### config.mk
export PLATFORM = sky130hd
export DESIGN_NAME = fp_div_seq
export DESIGN_NICKNAME = d
export VERILOG_FILES = /design/src/rtl/fp_div_seq.sv
export SDC_FILE = /design/constraint.sdc
export NUM_CORES = 1
export LEC_CHECK = 0
export ABC_AREA = 1
export CORE_MARGIN = 2
export CORE_UTILIZATION = 50
export DETAILED_ROUTE_END_ITERATION = 12
export PLACE_DENSITY = 0.77
export SLEW_MARGIN = 10
export SYNTH_ARGS = -nofsm -noshare
export SYNTH_HDL_FRONTEND = slang
export SYNTH_SLANG_ARGS = --single-unit
### constraint.sdc
create_clock -name clk -period 2.9 [get_ports clk]
set_input_delay 0.58 -clock clk [delete_from_list [all_inputs] [get_ports clk]]
set_output_delay 0.58 -clock clk [all_outputs]
set_load 0.02 [all_outputs]
### src/rtl/fp_div_seq.sv
// Sequential floating-point divider q = a / b using a radix-2 restoring mantissa
// divider with valid/ready handshakes. Optional macro FP_DIV_EARLY_OUT_EN enables early-out for special operands.
module fp_div_seq #(
    parameter int E_WIDTH = 5,
    parameter int M_WIDTH = 10,
    parameter int I_WIDTH = M_WIDTH + E_WIDTH + 1
) (
    input  logic               clk,
    input  logic               rst,
    input  logic               in_valid,
    output logic               in_ready,
    input  logic [I_WIDTH-1:0] a,
    input  logic [I_WIDTH-1:0] b,
    output logic               out_valid,
    input  logic               out_ready,
    output logic [I_WIDTH-1:0] q
);

    localparam int Q_W   = M_WIDTH + 3;
    localparam int R_W   = M_WIDTH + 3;
    localparam int X_W   = E_WIDTH + 2;
    localparam int CNT_W = $clog2(Q_W + 1);
    localparam logic signed [X_W-1:0] BIAS = X_W'((1 << (E_WIDTH - 1)) - 1);
    localparam logic [E_WIDTH-1:0] EXP_MAX = '1;
    localparam logic [I_WIDTH-1:0] NAN_WORD = {1'b0, EXP_MAX, 1'b1, {(M_WIDTH-1){1'b0}}};

    typedef enum logic [2:0] {
        IDLE,
        UNPACK,
        DIVIDE,
        NORM_ROUND,
        DONE
    } state_t;

    state_t                 state_reg;
    logic [I_WIDTH-1:0]     a_reg;
    logic [I_WIDTH-1:0]     b_reg;
    logic                   sign_reg;
    logic signed [X_W-1:0]  exp_reg;
    logic [R_W-1:0]         rem_reg;
    logic [M_WIDTH:0]       div_reg;
    logic [Q_W-1:0]         quo_reg;
    logic [CNT_W-1:0]       cnt_reg;
    logic                   special_reg;
    logic [I_WIDTH-1:0]     special_q_reg;
    logic                   in_ready_reg;
    logic                   out_valid_reg;
    logic [I_WIDTH-1:0]     q_reg;

    assign in_ready  = in_ready_reg;
    assign out_valid = out_valid_reg;
    assign q         = q_reg;

    // Operand field decode
    logic                   sign_a;
    logic                   sign_b;
    logic [E_WIDTH-1:0]     exp_a;
    logic [E_WIDTH-1:0]     exp_b;
    logic [M_WIDTH-1:0]     man_a;
    logic [M_WIDTH-1:0]     man_b;
    logic                   nan_a, nan_b, inf_a, inf_b, zero_a, zero_b;

    assign sign_a = a_reg[I_WIDTH-1];
    assign sign_b = b_reg[I_WIDTH-1];
    assign exp_a  = a_reg[I_WIDTH-2 -: E_WIDTH];
    assign exp_b  = b_reg[I_WIDTH-2 -: E_WIDTH];
    assign man_a  = a_reg[M_WIDTH-1:0];
    assign man_b  = b_reg[M_WIDTH-1:0];
    assign nan_a  = (exp_a == EXP_MAX) && (man_a != '0);
    assign nan_b  = (exp_b == EXP_MAX) && (man_b != '0);
    assign inf_a  = (exp_a == EXP_MAX) && (man_a == '0);
    assign inf_b  = (exp_b == EXP_MAX) && (man_b == '0);
    assign zero_a = (exp_a == '0);
    assign zero_b = (exp_b == '0);

    logic                   special_hit_next;
    logic [I_WIDTH-1:0]     special_q_next;
    logic                   sign_next;

    assign sign_next = sign_a ^ sign_b;

    always_comb begin
        special_hit_next = 1'b1;
        special_q_next   = NAN_WORD;
        if (nan_a || nan_b || (inf_a && inf_b) || (zero_a && zero_b)) begin
            special_q_next = NAN_WORD;
        end else if (inf_a || zero_b) begin
            special_q_next = {sign_next, EXP_MAX, {M_WIDTH{1'b0}}};
        end else if (inf_b || zero_a) begin
            special_q_next = {sign_next, {(I_WIDTH-1){1'b0}}};
        end else begin
            special_hit_next = 1'b0;
        end
    end

    logic signed [X_W-1:0]  exp_unpack_next;
    assign exp_unpack_next = $signed({2'b00, exp_a}) - $signed({2'b00, exp_b}) + BIAS;

    // Restoring division step
    logic                   rem_ge_next;
    logic [R_W-1:0]         rem_sub_next;
    logic [R_W-1:0]         rem_next;

    assign rem_ge_next  = rem_reg >= {2'b00, div_reg};
    assign rem_sub_next = rem_ge_next ? (rem_reg - {2'b00, div_reg}) : rem_reg;
    assign rem_next     = {rem_sub_next[R_W-2:0], 1'b0};

    // Normalise and round to nearest even
    logic [Q_W-1:0]         quo_norm_next;
    logic signed [X_W-1:0]  exp_norm_next;
    logic [M_WIDTH:0]       sig_next;
    logic                   guard_next;
    logic                   sticky_next;
    logic                   inc_next;
    logic [M_WIDTH+1:0]     sig_round_next;
    logic signed [X_W-1:0]  exp_round_next;
    logic [M_WIDTH-1:0]     frac_next;
    logic [I_WIDTH-1:0]     result_next;

    always_comb begin
        if (quo_reg[Q_W-1]) begin
            quo_norm_next = quo_reg;
            exp_norm_next = exp_reg;
        end else begin
            quo_norm_next = {quo_reg[Q_W-2:0], 1'b0};
            exp_norm_next = exp_reg - X_W'(1);
        end
        sig_next       = quo_norm_next[Q_W-1:2];
        guard_next     = quo_norm_next[1];
        // After a normalising shift bit 0 is the shifted-in zero, so r drops out.
        sticky_next    = quo_norm_next[0] | (rem_reg != '0);
        inc_next       = guard_next & (sig_next[0] | sticky_next);
        sig_round_next = {1'b0, sig_next} + {{(M_WIDTH+1){1'b0}}, inc_next};
        if (sig_round_next[M_WIDTH+1]) begin
            frac_next      = '0;
            exp_round_next = exp_norm_next + X_W'(1);
        end else begin
            frac_next      = sig_round_next[M_WIDTH-1:0];
            exp_round_next = exp_norm_next;
        end
        if (exp_round_next >= $signed({2'b00, EXP_MAX})) begin
            result_next = {sign_reg, EXP_MAX, {M_WIDTH{1'b0}}};
        end else if (exp_round_next <= $signed(X_W'(0))) begin
            result_next = {sign_reg, {(I_WIDTH-1){1'b0}}};
        end else begin
            result_next = {sign_reg, exp_round_next[E_WIDTH-1:0], frac_next};
        end
    end

    always_ff @(posedge clk) begin
        if (rst) begin
            state_reg     <= IDLE;
            a_reg         <= '0;
            b_reg         <= '0;
            sign_reg      <= 1'b0;
            exp_reg       <= '0;
            rem_reg       <= '0;
            div_reg       <= '0;
            quo_reg       <= '0;
            cnt_reg       <= '0;
            special_reg   <= 1'b0;
            special_q_reg <= '0;
            in_ready_reg  <= 1'b1;
            out_valid_reg <= 1'b0;
            q_reg         <= '0;
        end else begin
            case (state_reg)
                IDLE: begin
                    if (in_valid && in_ready_reg) begin
                        a_reg        <= a;
                        b_reg        <= b;
                        in_ready_reg <= 1'b0;
                        state_reg    <= UNPACK;
                    end
                end
                UNPACK: begin
                    sign_reg      <= sign_next;
                    exp_reg       <= exp_unpack_next;
                    rem_reg       <= {2'b00, 1'b1, man_a};
                    div_reg       <= {1'b1, man_b};
                    quo_reg       <= '0;
                    cnt_reg       <= CNT_W'(Q_W);
                    special_reg   <= special_hit_next;
                    special_q_reg <= special_q_next;
`ifdef FP_DIV_EARLY_OUT_EN
                    // Specials skip the divide loop; NORM_ROUND publishes the override.
                    state_reg     <= special_hit_next ? NORM_ROUND : DIVIDE;
`else
                    state_reg     <= DIVIDE;
`endif
                end
                DIVIDE: begin
                    quo_reg <= {quo_reg[Q_W-2:0], rem_ge_next};
                    rem_reg <= rem_next;
                    cnt_reg <= cnt_reg - CNT_W'(1);
                    if (cnt_reg == CNT_W'(1)) begin
                        state_reg <= NORM_ROUND;
                    end
                end
                NORM_ROUND: begin
                    q_reg         <= special_reg ? special_q_reg : result_next;
                    out_valid_reg <= 1'b1;
                    state_reg     <= DONE;
                end
                DONE: begin
                    if (out_ready) begin
                        out_valid_reg <= 1'b0;
                        in_ready_reg  <= 1'b1;
                        state_reg     <= IDLE;
                    end
                end
                default: begin
                    state_reg     <= IDLE;
                    in_ready_reg  <= 1'b1;
                    out_valid_reg <= 1'b0;
                end
            endcase
        end
    end

endmodule
* Word-level counts from Yosys, hierarchy flattened *
Index checks and enable logic that the tools add are counted.

storage, ports and cells
  bits in registers = 119
  latch bits = 0
  RAM bits = 0
  memory bits (read-only) = 0
  input bits = 36
  output and inout bits = 18
  logic and storage cells = 93
  memories = 0

cells by class
  add/sub/neg operators = 7
  multipliers = 0
  divide/modulo/power cells = 0
  $lt $le $gt $ge = 3
  eq/ne operators = 10
  shift-type cells = 0
  multiplexer cells = 26
  bitwise gates (word level) = 6
  reduce and logical (&&, ||, !) cells = 27

operators with widths
  operator                                                                           count
  16-bit 2-to-1 mux                                                                  4
  13-bit one-hot mux with 2 select lines                                             2
  15-bit 2-to-1 mux                                                                  2
  10-bit zero test                                                                   2
  10-bit nonzero test                                                                2
  3-bit one-hot mux with 5 select lines                                              1
  7-bit 2-to-1 mux                                                                   2
  13-bit by 11-bit >= comparator with 1-bit output                                   1
  13-bit 2-to-1 mux                                                                  1
  13-bit nonzero test                                                                1
  11-bit by 1-bit adder with 12-bit output                                           1
  12-bit 2-to-1 mux                                                                  1
  12-bit by 11-bit subtractor with 12-bit output                                     1
  5-bit equality test (second input constant)                                        2
  5-bit zero test                                                                    2
  10-bit 2-to-1 mux                                                                  1
  3-bit 2-to-1 mux                                                                   3
  4-bit one-hot mux with 2 select lines                                              1
  6-bit by 5-bit adder with 7-bit output (second input constant)                     1
  7-bit by 2-bit adder with 7-bit output (second input constant)                     1
  7-bit by 6-bit >= comparator with 1-bit output (second input constant)             1
  7-bit by 1-bit less-or-equal comparator with 1-bit output (second input constant)  1
  1-bit logical AND                                                                  7
  7-bit by 2-bit subtractor with 7-bit output (second input constant)                1
  other kinds (19)                                                                   37

* Logic depth before layout (Yosys ltp) *
  depth in word-level cells = 10
  depth in mapped cells = 19
  mapped depth without buffers = 18

* Worst setup path after synthesis *
No wires, ideal clock.

  path kind = flip-flop to flip-flop
  start = register div_reg[4]
  end = register rem_reg[5]
  setup time = 133 ps
  arrival time = 2011 ps
  path slack = 756 ps
  stages on the path, launching flop included = 12
  clock period less this slack = 2144 ps
  cell sequence = dfxtp_1 inv_1 ha_1 a21oi_1 o21ai_0 nand2_1 nand3_1 nor2_1 clkinv_1 clkbuf_1 o21ai_0 a31oi_1

between the ends
  cells in the longest elaborated chain, start to end = 3

RTL lines
  item                                                                                                                       RTL line  source
  start: declaration                                                                                                         41        logic [M_WIDTH:0] div_reg;
  start signal: assignment                                                                                                   180       div_reg <= {1'b1, man_b};
  12-bit by 11-bit subtractor with 12-bit output / 13-bit by 11-bit >= comparator with 1-bit output (equally long branches)  105, 104
  12-bit 2-to-1 mux *                                                                                                        105       assign rem_sub_next = rem_ge_next ? (rem_reg - {2'b00, div_reg}) : rem_reg;
  13-bit one-hot mux with 2 select lines *                                                                                   167       case (state_reg)
  end signal: assignment                                                                                                     179       rem_reg <= {2'b00, 1'b1, man_a};
  end signal: assignment                                                                                                     194       rem_reg <= rem_next;
  end: declaration                                                                                                           40        logic [R_W-1:0] rem_reg;

Every way passes the cells marked *; elsewhere a longest branch is shown, timed or not.
A chain may end at the register's enable or synchronous reset.

* Worst setup path in the final report *
  start = register rem_reg[4]
  end = register rem_reg[9]

between the ends
  cells in the longest elaborated chain, start to end = 3

RTL lines
  item                                                                                                                       RTL line
  12-bit by 11-bit subtractor with 12-bit output / 13-bit by 11-bit >= comparator with 1-bit output (equally long branches)  105, 104
  12-bit 2-to-1 mux *                                                                                                        105
  13-bit one-hot mux with 2 select lines *                                                                                   167

Marked as above.

==> results.sh <==
export IMPL_p_int_w=0.00400
export IMPL_cts_tree="built"
export IMPL_wl_per_cell_um=12.5
export IMPL_synth_area_um2=5740
export IMPL_dp_hpwl_um=9160
export IMPL_drt_iter0_markers=294
export IMPL_period_share_pct=91.1
export IMPL_ys_ff_latch=106
export IMPL_place_congestion=0.896
export IMPL_synth_edf_count=0
export IMPL_maxSlewViolCount=0
export IMPL_ys_warn_count=0
export IMPL_ys_async_sr_fraction_pct=0
export IMPL_wl_met3_um=556
export IMPL_numCtsBuffers=9
export IMPL_sw_frac_of_total_pct=47.2
export IMPL_max_freq_ghz=0.379
export IMPL_cts_setup_buffers=0
export IMPL_required_ns=3.18
export IMPL_maxSlewHeadroom_pct=65.5
export IMPL_seqPwrFrac_pct=27.8
export IMPL_clk_latency_ns=0.35
export IMPL_finalSetupViolCount=0
export IMPL_core_um2=11300
export IMPL_routed_top_layer="met4"
export IMPL_cts_root_buf="clkbuf_16"
export IMPL_die_height_um=111
export IMPL_grt_overflow_total=0
export IMPL_synth_nets=891
export IMPL_drt_total_wl_um=12700
export IMPL_avgSynthCellArea_um2=6.90
export IMPL_switching_power_w=0.00357
export IMPL_status="complete, no violations"
export IMPL_drt_pre_antenna_iters=5
export IMPL_grt_max_degree=58
export IMPL_syn_to_final_growth_pct=16.5
export IMPL_endpoint_kind="register"
export IMPL_cp_max_fo=18
export IMPL_wl_met1_um=6310
export IMPL_drc=0
export IMPL_htreeDepth=3
export IMPL_ys_types=43
export IMPL_antenna_found_initial=0
export IMPL_cts_sinks=106
export IMPL_synthCells=831
export IMPL_rows=39
export IMPL_die_area_um2=12300
export IMPL_hold_viol=0
export IMPL_synthFlopType="dfxtp_1"
export IMPL_cts_buffer_depth=2
export IMPL_hold_ws_ns=0.460
export IMPL_start_util_pct=50.7
export IMPL_cts_resized=0
export IMPL_p_clk_share_pct=16.9
export IMPL_route_vias_total=5350
export IMPL_viasPerCell=5.26
export IMPL_track_usage_pct=21.4
export IMPL_finalSetupTns_ns=0
export IMPL_arrival_ns=2.92
export IMPL_synth_commonest_cells="nand2_1 (179), a21oi_1 (109), dfxtp_1 (106)"
export IMPL_met2WireLength_um=5640
export IMPL_synth_area_leader_cell="dfxtp_1"
export IMPL_cp_start_kind="register"
export IMPL_drive_above_1_share_pct=6.41
export IMPL_rsz0062_at_grt="false"
export IMPL_comb_power_share_pct=55.4
export IMPL_die_w_um=111
export IMPL_worstMarginPinSlew_ns=0.516
export IMPL_ctsHoldBuffers=0
export IMPL_p_leak_nw=2.75
export IMPL_grt_pass1_wl_um=22400
export IMPL_synth_top_cell_area_share_pct=37.0
export IMPL_irDropWorstVdd_mv=0.469
export IMPL_ant_nets=0
export IMPL_crit_type="reg -> reg"
export IMPL_drv_cap=0
export IMPL_antenna_cells=0
export IMPL_synthMostInstantiatedCell="nand2_1"
export IMPL_io_buffers=53
export IMPL_clkTransAtPathRegs_ns=0.08
export IMPL_grt_pass1_vias=4898
export IMPL_period_minus_slack_ns=2.64
export IMPL_power_density_nw_per_um2=1130
export IMPL_ioPinCount=54
export IMPL_finClkSkew_ns=0.00709
export IMPL_ys_seq_area_share_pct=37.0
export IMPL_nNetsFinal=929
export IMPL_hold_path_class="reg -> reg"
export IMPL_synth_area_leaders="dfxtp_1 (37%), nand2_1 (12%), a21oi_1 (9.5%)"
==> logic make-up after synthesis <==
group / count (synthesis) / share of synthesized area (%)
AND/OR/NAND/NOR: 315 / 24.2
AO/OA/AOI/OAI: 218 / 20.0
buffers and inverters: 147 / 10.2
flip-flops: 106 / 37.0
adder cells (fa/ha/maj): 24 / 5.49
XOR/XNOR: 21 / 3.21
==> power groups by stage <==
| stage | clock, W | sequential [W] | combinational, W |
|---|---|---|---|
| final | 0.00128 | 0.00210 | 0.00419 |
| after global routing | 0.00136 | 0.00215 | 0.00479 |
| after CTS | 0.00129 | 0.00210 | 0.00414 |
| after detailed placement | 0 | 0.00213 | 0.00411 |
| after global placement | 0 | 0.00212 | 0.00408 |
| after floorplan | 0 | 0.00207 | 0.00328 |
==> per-stage QoR <==
step	utilization, %	setup WS, ns	instance area (µm²)	cells	total power, W
2_1_floorplan	-	0.756	5740	831	0.00535
3_3_place_gp	56.3	0.355	6370	1001	0.00620
3_5_place_dp	56.3	0.310	6370	1001	0.00624
4_1_cts	59.0	0.283	6680	1017	0.00753
5_1_grt	59.1	0.0163	6690	1017	0.00830
6_report	59.1	0.258	6690	1017	0.00757
==> layer usage <==
layer	vias to the layer above	track usage, %
li1	2804	-
met1	2406	30.0
met2	126	34.0
met3	14	3.39
met4	0	6.58
met5	-	0
==> cell usage in the layout, fill, tap and decap left out, types with 2 or more instances in the layout <==
cell type	netlist	routed
clkinv_1	3	2
a31oi_1	16	16
dfxtp_1	106	106
nand2_2	11	11
nor3_1	14	14
xnor2_1	6	6
o21bai_1	2	2
clkdlybuf4s50_1	0	52
buf_4	0	7
a21oi_1	109	109
nor4_1	4	4
inv_2	4	4
nor2_2	3	3
nand3_1	35	34
clkbuf_16	0	9
xor2_1	15	15
nor2_1	46	46
nand2_1	179	179
ha_1	22	22
nand3_2	4	5
nand3b_1	2	2
o21ai_1	2	2
inv_6	1	4
fa_1	2	2
inv_1	105	105
nand2_4	2	2
nand4_1	9	9
o21ai_0	80	80
nor2_4	2	2
==> final timing paths <==
path                                 from                      end  slack (ns)  cells after the start
setup / recovery  rem_reg[4]$_SDFFE_PP0P_  rem_reg[9]$_SDFFE_PP0P_        0.26                     10
hold reg to reg    a_reg[15]$_SDFFE_PP0P_   a_reg[15]$_SDFFE_PP0P_        0.46                      2
hold / removal     a_reg[15]$_SDFFE_PP0P_   a_reg[15]$_SDFFE_PP0P_        0.46                      2
setup reg to reg  rem_reg[4]$_SDFFE_PP0P_  rem_reg[9]$_SDFFE_PP0P_        0.26                     10
==> final cells by class <==
cell class,count,area (µm²)
Clock inverter,6,70.1
Multi-Input combinational cell,578,3040
Timing Repair Buffer,61,598
Tap cell,143,179
Sequential cell,106,2120
Inverter,113,433
Clock buffer,10,239
Fill cell,1082,4640
==> critical path, stage by stage (launching register included) <==
cell and delay [ns]:
dfxtp_1 0.35, ha_1 0.38, a21oi_1 0.22, o21ai_0 0.11, nand2_1 0.07, nand3_1 0.12
nor2_1 0.43, clkinvlp_4 0.44, a21oi_1 0.22, o21ai_0 0.11, a21oi_1 0.13
No activity file was read; power rests on OpenSTA's default activity.
